`src/rtl/cal_pkg.sv`:
```
//------------------------------------------------------------------------------
// cal_pkg : shared widths and FSM state encoding for the eye-centre calibrator
// Revision: 1.0
//------------------------------------------------------------------------------
`default_nettype none

package cal_pkg;

    localparam int EYE_W = 99;
    localparam int TAP_W = 7;

    typedef enum logic [2:0] {
        ST_IDLE   = 3'd0,
        ST_CLEAR  = 3'd1,
        ST_SETTLE = 3'd2,
        ST_ACCUM  = 3'd3,
        ST_SNAP   = 3'd4,
        ST_SCAN   = 3'd5,
        ST_DONE   = 3'd6
    } cal_state_t;

endpackage

`default_nettype wire

```
`src/rtl/eye_run_scan.sv`:
```
//------------------------------------------------------------------------------
// eye_run_scan : serial longest-zero-run finder, one map bit per cycle
// Revision: 1.0
//------------------------------------------------------------------------------
`default_nettype none

module eye_run_scan
    import cal_pkg::*;
(
    input  logic             clk,
    input  logic             rst,
    input  logic             clear,
    input  logic             bit_valid,
    input  logic             bit_in,
    input  logic [TAP_W-1:0] index,
    output logic [TAP_W-1:0] best_start,
    output logic [TAP_W-1:0] best_len
);

    logic [TAP_W-1:0] run_start;
    logic [TAP_W-1:0] run_len;
    logic [TAP_W-1:0] ext_start;
    logic [TAP_W-1:0] ext_len;

    assign ext_start = (run_len == '0) ? index : run_start;
    assign ext_len   = run_len + TAP_W'(1);

    // Strict '>' keeps the earliest run on ties.
    always_ff @(posedge clk or posedge rst) begin
        if (rst) begin
            run_start  <= '0;
            run_len    <= '0;
            best_start <= '0;
            best_len   <= '0;
        end else if (clear) begin
            run_start  <= '0;
            run_len    <= '0;
            best_start <= '0;
            best_len   <= '0;
        end else if (bit_valid) begin
            if (bit_in) begin
                run_len <= '0;
            end else begin
                run_start <= ext_start;
                run_len   <= ext_len;
                if (ext_len > best_len) begin
                    best_start <= ext_start;
                    best_len   <= ext_len;
                end
            end
        end
    end

endmodule

`default_nettype wire

```
`src/rtl/cal_eye_center.sv`:
```
//------------------------------------------------------------------------------
// cal_eye_center : clears, accumulates and scans the sampler eye map, reports
// the centre of the widest stable run. Option macro: CAL_EYE_DCHK_EN
// Revision: 1.0
//------------------------------------------------------------------------------
`default_nettype none

module cal_eye_center
    import cal_pkg::*;
#(
    parameter int ACC_CYCLES = 1024,
    parameter int MIN_WIDTH  = 8
) (
    input  logic             c,
    input  logic             r,
    input  logic             start,
    input  logic [EYE_W-1:0] eye,
    input  logic [5:0]       d,
    output logic             eye_clr,
    output logic             busy,
    output logic             valid,
    output logic [TAP_W-1:0] center,
    output logic [TAP_W-1:0] width,
    output logic             err
);

    localparam logic [15:0] ACC_LAST  = 16'(ACC_CYCLES - 1);
    localparam logic [15:0] SCAN_LAST = 16'(EYE_W - 1);

    cal_state_t       state;
    cal_state_t       state_nxt;
    logic [15:0]      cnt;
    logic [EYE_W-1:0] eye_snap;
    logic [TAP_W-1:0] scan_idx;
    logic [TAP_W-1:0] best_start;
    logic [TAP_W-1:0] best_len;
    logic             fail;

    always_ff @(posedge c or posedge r) begin
        if (r) begin
            state <= ST_IDLE;
            cnt   <= '0;
        end else begin
            state <= state_nxt;
            cnt   <= (state_nxt != state) ? 16'd0 : cnt + 16'd1;
        end
    end

    always_comb begin
        state_nxt = state;
        case (state)
            ST_IDLE:   if (start) state_nxt = ST_CLEAR;
            ST_CLEAR:  state_nxt = ST_SETTLE;
            ST_SETTLE: if (cnt == 16'd1) state_nxt = ST_ACCUM;
            ST_ACCUM:  if (cnt == ACC_LAST) state_nxt = ST_SNAP;
            ST_SNAP:   state_nxt = ST_SCAN;
            ST_SCAN:   if (cnt == SCAN_LAST) state_nxt = ST_DONE;
            ST_DONE:   state_nxt = ST_IDLE;
            default:   state_nxt = ST_IDLE;
        endcase
    end

    assign eye_clr  = (state == ST_CLEAR);
    assign busy     = (state != ST_IDLE);
    assign scan_idx = cnt[TAP_W-1:0];

    always_ff @(posedge c or posedge r) begin
        if (r) begin
            eye_snap <= '0;
        end else if (state == ST_SNAP) begin
            eye_snap <= eye;
        end
    end

    eye_run_scan u_scan (
        .clk        (c),
        .rst        (r),
        .clear      (state == ST_CLEAR),
        .bit_valid  (state == ST_SCAN),
        .bit_in     (eye_snap[scan_idx]),
        .index      (scan_idx),
        .best_start (best_start),
        .best_len   (best_len)
    );

`ifdef CAL_EYE_DCHK_EN
    logic [5:0] d_snap;

    always_ff @(posedge c or posedge r) begin
        if (r) begin
            d_snap <= '0;
        end else if (state == ST_SNAP) begin
            d_snap <= d;
        end
    end

    // A run as long as the period means no data edge was ever captured.
    assign fail = (best_len < TAP_W'(MIN_WIDTH)) || (d_snap == 6'd0) ||
                  (best_len >= {1'b0, d_snap});
`else
    logic unused_d;
    assign unused_d = ^d;
    assign fail     = (best_len < TAP_W'(MIN_WIDTH));
`endif

    always_ff @(posedge c or posedge r) begin
        if (r) begin
            valid  <= 1'b0;
            center <= '0;
            width  <= '0;
            err    <= 1'b0;
        end else begin
            valid <= (state == ST_DONE);
            if (state == ST_DONE) begin
                center <= best_start + (best_len >> 1);
                width  <= best_len;
                err    <= fail;
            end
        end
    end

endmodule

`default_nettype wire

```
`config.mk`:
```
export PLATFORM = sky130hd
export DESIGN_NAME = cal_eye_center
export DESIGN_NICKNAME = d
export VERILOG_FILES = /design/src/rtl/cal_pkg.sv /design/src/rtl/eye_run_scan.sv /design/src/rtl/cal_eye_center.sv
export SDC_FILE = /design/constraint.sdc
export NUM_CORES = 1
export LEC_CHECK = 0
export ABC_AREA = 1
export CAP_MARGIN = 20
export CORE_ASPECT_RATIO = 1.1
export CORE_UTILIZATION = 59
export CTS_CLUSTER_SIZE = 24
export DETAILED_ROUTE_END_ITERATION = 6
export PLACE_DENSITY = 0.86
export SLEW_MARGIN = 40
export SYNTH_ARGS = -nofsm -noshare
export SYNTH_HDL_FRONTEND = slang
export SYNTH_SLANG_ARGS = --single-unit
```
`constraint.sdc`:
```
create_clock -name c -period 12.3 [get_ports c]
set_clock_uncertainty 0.05 [all_clocks]
set_input_delay 1.23 -clock c [delete_from_list [all_inputs] [get_ports c]]
set_output_delay 1.23 -clock c [all_outputs]
set_load 0.01 [all_outputs]
```
-- Yosys cells after proc, flatten, opt, wreduce, memory -nomap -nowiden
Cells that the tools add are included.
- bits of input ports: 108
- flip-flop bits (word level): 162
- output and inout port bits: 18
- word-level logic and storage cells: 58
- reduce and logical (&&, ||, !) cells: 7
- add/subtract/negate cells: 3
- muxes and demuxes: 23
- order comparisons: 3
- equal/unequal tests: 11
- operators with widths (cell ; number):
    7-bit 2-to-1 mux ; 15
    3-bit case mux with 6 select lines ; 1
    16-bit by 1-bit adder with 16-bit output, second input constant ; 1
    16-bit by 1-bit equality test with 1-bit output, second input constant ; 1
    16-bit by 10-bit equality test with 1-bit output, second input constant ; 1
    16-bit by 7-bit equality test with 1-bit output, second input constant ; 1
    16-bit 2-to-1 mux ; 1
    3-bit 2-to-1 mux ; 4
    3-bit equality test, second input constant ; 3
    7-bit by 8-bit less-than comparator with 1-bit output, second input constant ; 1
    7-bit by 1-bit adder with 7-bit output, second input constant ; 1
    7-bit by 6-bit adder with 7-bit output ; 1
    1-bit binary-select mux with 7-bit select ; 1
    7-bit > comparator ; 1
    7-bit logical NOT ; 1
    7-bit by 4-bit less-than comparator with 1-bit output, second input constant ; 1
    3-bit by 2-bit equality test with 1-bit output, second input constant ; 2
    2-bit nonzero test ; 2
    3-bit by 1-bit equality test with 1-bit output, second input constant ; 1
    3-bit logical NOT ; 1
    3-bit inequality test ; 1
    3-bit AND reduction ; 1
    3-bit nonzero test ; 1
    2-bit inequality test, second input constant ; 1
    other kinds (2) ; 2

-- Longest topological paths before layout
- depth after elaboration: 6
- gate-level depth with buffers: 17
- gate-level depth less buffers: 15

-- Hierarchy
From an unflattened synthesis, not the netlist that was laid out.
- cell total of the unflattened synthesis: 1056
- area total of the unflattened synthesis: 8404.3 µm²
- modules (own cells, without submodules) (module ; cells an instance ; area each (µm²) ; seq. area each (µm²) ; instances):
    cal_eye_center ; 816 ; 6701.4 ; 3353.2 ; 1
    eye_run_scan ; 240 ; 1702.9 ; 700.7 ; 1

-- Worst setup path before layout
No wires, ideal clock.
- path kind: flip-flop to flip-flop
- start: register u_scan.run_len[0]
- end: register u_scan.best_len[4]
- library setup time: 0.118 ns
- period minus slack after synthesis: 2.416 ns
- cell stages (with the launch flop): 13
- path buffers: 1
- data required time: 12.132 ns
- path slack: 9.884 ns
- arrival: 2.248 ns
- path through: dfrtp_1 ha_1 nand3_1 nand3b_1 xor2_1 ha_1 a21oi_1 o21a_1 a32oi_1 or2_2 buf_2 nand4_1 nand2_1
- cells in the longest elaborated chain, start to end: 5
- elaborated cells between the ends (all ways): 8
- those cells by class: add/sub (1); order compare (1); mux (4); reduce/logical (2)
- ends and longest elaborated chain (item ; RTL line ; text):
    start, declared ; eye_run_scan.sv:21 ; logic [TAP_W-1:0] run_len;
    start signal, assigned ; eye_run_scan.sv:45 ; run_len <= ext_len;
    7-bit by 1-bit adder with 7-bit output * ; eye_run_scan.sv:26 ; assign ext_len = run_len + TAP_W'(1);
    parallel branches: the longest is 4 deep, another holds 7-bit > comparator ; n/a ;
    end signal, assigned ; eye_run_scan.sv:48 ; best_len <= ext_len;
    end, declared ; eye_run_scan.sv:17 ; output logic [TAP_W-1:0] best_len
Mark *: on every way between the ends. The select of a mux whose other input is x is not followed.
A chain may end at the register's enable or synchronous reset.

-- Worst setup path in the final report
- start: register state[0]
- end: output eye_clr
- cells in the longest elaborated chain, start to end: 1
- ends and longest elaborated chain (item ; RTL line ; text):
    start, declared ; cal_eye_center.sv:30 ; cal_state_t state;
    start signal, assigned ; cal_eye_center.sv:44 ; state <= state_nxt;
    3-bit by 1-bit equality test with 1-bit output ; cal_eye_center.sv:63 ; assign eye_clr = (state == ST_CLEAR);
    end, declared ; cal_eye_center.sv:19 ; output logic eye_clr,
Every way passes these cells.

==> results <==
- The flow ran to the end, and the final reports show no timing, DRC or antenna violations.
- The final instance area is 10,050 µm².
- The initial DRC count is ~440.
- The via count of the first global-routing pass came to just under 7,000.
- Buffers inserted to repair hold after CTS numbered 0.
- The total CTS buffers is 17.
- In this run the worst path has a maximum fanout of 6.
- The power density normalized to cell area is 116.4 nW/µm².
- After clock tree synthesis, the clock-pin slew on the worst setup and hold paths is 60 ps.
- The path type of the worst setup path is flip-flop to output pin.
- The initial utilization of the core area, before any placement, comes to between 60 and 70%.
- After the last flow step, the layout net total stands at 1,188.
- Gates resized during post-CTS repair numbered 0.
- The die width is between 100 and 150 µm.
- After detailed routing, the number of remaining DRC violations is 0.
- Wires add up to roughly 19 mm.
- Counting along the longest clock path gives a buffer depth of 2.
- The total negative slack is 0 ps.
- In this run the number of H-tree levels came out at 4.
- The cell area after placement is around 9400 µm².
- Data on the critical path is required at its endpoint by approximately 11,000 ps.
- The endpoint kind of the worst setup timing path is an output pin.
- The first global-routing pass estimated approximately 31 mm of wire.
- The clock latency at the later pin of the worst-skew pair is between 400 and 500 ps.
- The number of nets in the synthesized netlist is around 1,100.
- The total I/O pin count is about 130.
- The maximum ir drop on the vdd rail is approximately 74 µV.
- The number of violations of the max-capacitance limit is 0.
- The number of antenna violations at the first check in global routing is 0.
- The number of iterations in the first detailed-routing pass is 5.
- Setup repair after global routing left no endpoint under its margin.
- Timing would allow up to about 270 MHz.
- The dominant register cell in the synthesized netlist is sky130_fd_sc_hd__dfrtp_1.
- Counting cells, the worst reg-to-reg path comes to 12.
- Cells with a size suffix above 1 make up between 10% and 20% of the layout.
- The type of element launching the critical path is a flip-flop.
- The number of nets with antenna violations after detailed routing is 0.
- The synthesized area per cell is approximately 8.5 µm².
- The type of the tightest min-delay check is flip-flop to flip-flop.
- At the pin with the least slew margin, the transition time is 761.4 ps.
- The die height is about 130 µm.
- The port buffer count is between 100 and 150.
- Across every metal layer, demand over resource in global routing totals 28.15%.
- The detailed-route wire length per cell is between 15 and 20 µm.
- The post-synthesis sequential area ratio is about half.
- The clock net sink count is ~160.
- The master cell of the clock root buffer is sky130_fd_sc_hd__clkbuf_16.
- After floorplanning, the core was sized to cover 13,380 µm².
- Setup violations remaining at the end of the flow were counted as 0.
- The cell depth of the worst min-delay path is 2.
- The mean number of vias per cell is between 5 and 6.
- After floorplanning, the core was divided into between 40 and 50 placement rows.
- The endpoint arrival time on the critical path is about 2400 ps.
- The flip-flop and latch count after synthesis is approximately 160.
- After global routing the overflow that remains totals 0.
- The number of antenna cells inserted is 0.
- The leakage power is between 4 and 5 nW.
- Buffers added to address setup during post-CTS repair amount to 0.
- The die area is between 10,000 and 15,000 µm².
- The relative max-transition margin is between 40% and 50%.
- The CTS tree is built.
- The number of different library cells used by synthesis comes to between 40 and 50.
- Summing every instance area after synthesis gives 8167 µm².
- The congestion estimate from routability-driven global placement came to between 0.8 and 0.9.
- Relative to the synthesized area, the layout overhead comes to 23.07%.
- The count of final hold-check violations is 0.
- In the synthesized netlist, the number of instances is between 900 and 1,000.
- Entering global routing, the biggest net connects 95 pins.
- After legalization and detailed placement, the total HPWL measured 12.48 mm.
- For this block, the via count after detailed routing is about 6,900.
- Of the available clock period, the critical path in the final layout requires between 30% and 40%.
- The number of max-slew violations in the final report is 0.
- Yosys mapped a number of flops with a built-in enable equal to 0.
- The count of warnings emitted by yosys is 0.
- The register-to-register setup slack is ~9000 ps.
- The final critical path time including I/O delays and setup is 3709 ps.
- After synthesis, the share of flip-flops with an asynchronous set or reset is 100.0%.
## Yosys cell counts (2+ instances only)
library cell,n,share of area [%]
sky130_fd_sc_hd__buf_1,8,0.37
sky130_fd_sc_hd__nand3b_1,2,0.18
sky130_fd_sc_hd__nand3_1,71,4.4
sky130_fd_sc_hd__clkbuf_1,14,0.64
sky130_fd_sc_hd__nor3_2,2,0.25
sky130_fd_sc_hd__o21ai_1,5,0.31
sky130_fd_sc_hd__a21oi_1,64,3.9
sky130_fd_sc_hd__nor2_2,13,1.0
sky130_fd_sc_hd__or2_2,5,0.38
sky130_fd_sc_hd__nor3_1,3,0.18
sky130_fd_sc_hd__buf_2,12,0.74
sky130_fd_sc_hd__nor2_1,126,5.8
sky130_fd_sc_hd__nand2_1,208,9.6
sky130_fd_sc_hd__xor2_1,15,1.6
sky130_fd_sc_hd__a31oi_1,2,0.15
sky130_fd_sc_hd__ha_1,18,2.8
sky130_fd_sc_hd__o211ai_1,5,0.46
sky130_fd_sc_hd__o22ai_1,3,0.23
sky130_fd_sc_hd__dfrtp_1,162,50
sky130_fd_sc_hd__xnor2_1,5,0.54
sky130_fd_sc_hd__o21ai_0,34,2.1
sky130_fd_sc_hd__nand4_1,13,1.0
sky130_fd_sc_hd__buf_4,7,0.64
sky130_fd_sc_hd__mux2_2,48,6.6
sky130_fd_sc_hd__inv_1,97,4.5
## cells by family after synthesis
kind of cell,count (synthesis),share of synthesized area (%)
compound gates,121,8.074
xor+xnor,20,2.145
fa+ha+maj,19,3.003
buf+inv,142,7.155
flops,162,49.64
mux,48,6.619
simple gates,448,23.36
## routing by layer
metal,GRT usage [%],wire length (µm),up-vias
met5,0,0,-
met4,13.29,549,0
met3,5.671,1035,39
met2,48.13,9536,250
met1,33.93,7756,3271
li1,-,-,3291
## cell type report
type | instances | area [µm²]
Multi-Input combinational cell | 656 | 3536
Inverter | 100 | 382.9
Timing Repair Buffer | 124 | 1236
Sequential cell | 162 | 4055
Clock inverter | 7 | 95.09
Fill cell | 958 | 3327
Clock buffer | 25 | 515.5
Tap cell | 184 | 230.2
## state kept, by name, summed over array words and instances (netlist names)
signal	count
err	1
u_scan.run_start	7
u_scan.best_start	7
state	3
cnt	16
eye_snap	99
u_scan.run_len	7
width	7
center	7
valid	1
u_scan.best_len	7
## worst max-delay path, cell delays in order (launching register included)
cell and delay (ps):
sky130_fd_sc_hd__dfrtp_1 380, sky130_fd_sc_hd__inv_1 110, sky130_fd_sc_hd__nor2_1 300, sky130_fd_sc_hd__inv_1 200, sky130_fd_sc_hd__nor2_1 390, sky130_fd_sc_hd__clkdlybuf4s50_1 620
## path summary, 6_finish.rpt
kind / start / to
max: state[0] / eye_clr
min: center[0] / center[0]
max reg2reg: cnt[0] / cnt[2]
min reg2reg: center[0] / center[0]
max in group asynchronous: r / cnt[0]
min in group asynchronous: r / eye_snap[58]
## stage by stage
step           setup slack [ps]  hold slack [ps]  power (mW)  utilization, %  std cells
2_1_floorplan              6643            419.0      0.5946               -        960
3_3_place_gp               8838            407.7      0.6349           70.51       1226
3_5_place_dp               9000            421.0      0.6376           70.57       1226
4_1_cts                    8600            434.5       1.176           75.13       1258
5_1_grt                    8434            454.0       1.205           75.13       1258
6_report                   8591            429.3       1.170           75.13       1258
## placed cells by master, fill, tap and decap left out, types with 2 or more instances in the layout
cell,Yosys,final
sky130_fd_sc_hd__nand2_1,208,207
sky130_fd_sc_hd__dfrtp_1,162,161
sky130_fd_sc_hd__nor2_1,126,126
sky130_fd_sc_hd__clkdlybuf4s50_1,0,119
sky130_fd_sc_hd__inv_1,97,96
sky130_fd_sc_hd__nand3_1,71,71
sky130_fd_sc_hd__a21oi_1,64,64
sky130_fd_sc_hd__mux2_2,48,48
sky130_fd_sc_hd__o21ai_0,34,34
sky130_fd_sc_hd__ha_1,18,18
sky130_fd_sc_hd__clkbuf_16,0,17
sky130_fd_sc_hd__xor2_1,15,15
sky130_fd_sc_hd__nand4_1,13,13
sky130_fd_sc_hd__nor2_2,13,13
sky130_fd_sc_hd__clkbuf_8,0,6
sky130_fd_sc_hd__or2_2,5,5
sky130_fd_sc_hd__xnor2_1,5,5
sky130_fd_sc_hd__o21ai_1,5,5
sky130_fd_sc_hd__o211ai_1,5,5
sky130_fd_sc_hd__nor3_1,3,3
sky130_fd_sc_hd__o22ai_1,3,3
sky130_fd_sc_hd__buf_4,7,3
sky130_fd_sc_hd__a31oi_1,2,2
sky130_fd_sc_hd__inv_2,1,2
sky130_fd_sc_hd__nand3b_1,2,2
sky130_fd_sc_hd__nor3_2,2,2
sky130_fd_sc_hd__inv_6,0,2
sky130_fd_sc_hd__clkbuf_1,14,2
sky130_fd_sc_hd__clkinv_2,0,2
sky130_fd_sc_hd__bufinv_16,0,2
sky130_fd_sc_hd__buf_6,1,2
## power breakdown
group	internal [mW]	switching (mW)	total (mW)
logic	0.0419	0.0306	0.0725
clock network	0.332	0.210	0.542
registers	0.549	0.00642	0.556
Note: power is estimated with default switching activity, not from simulation.
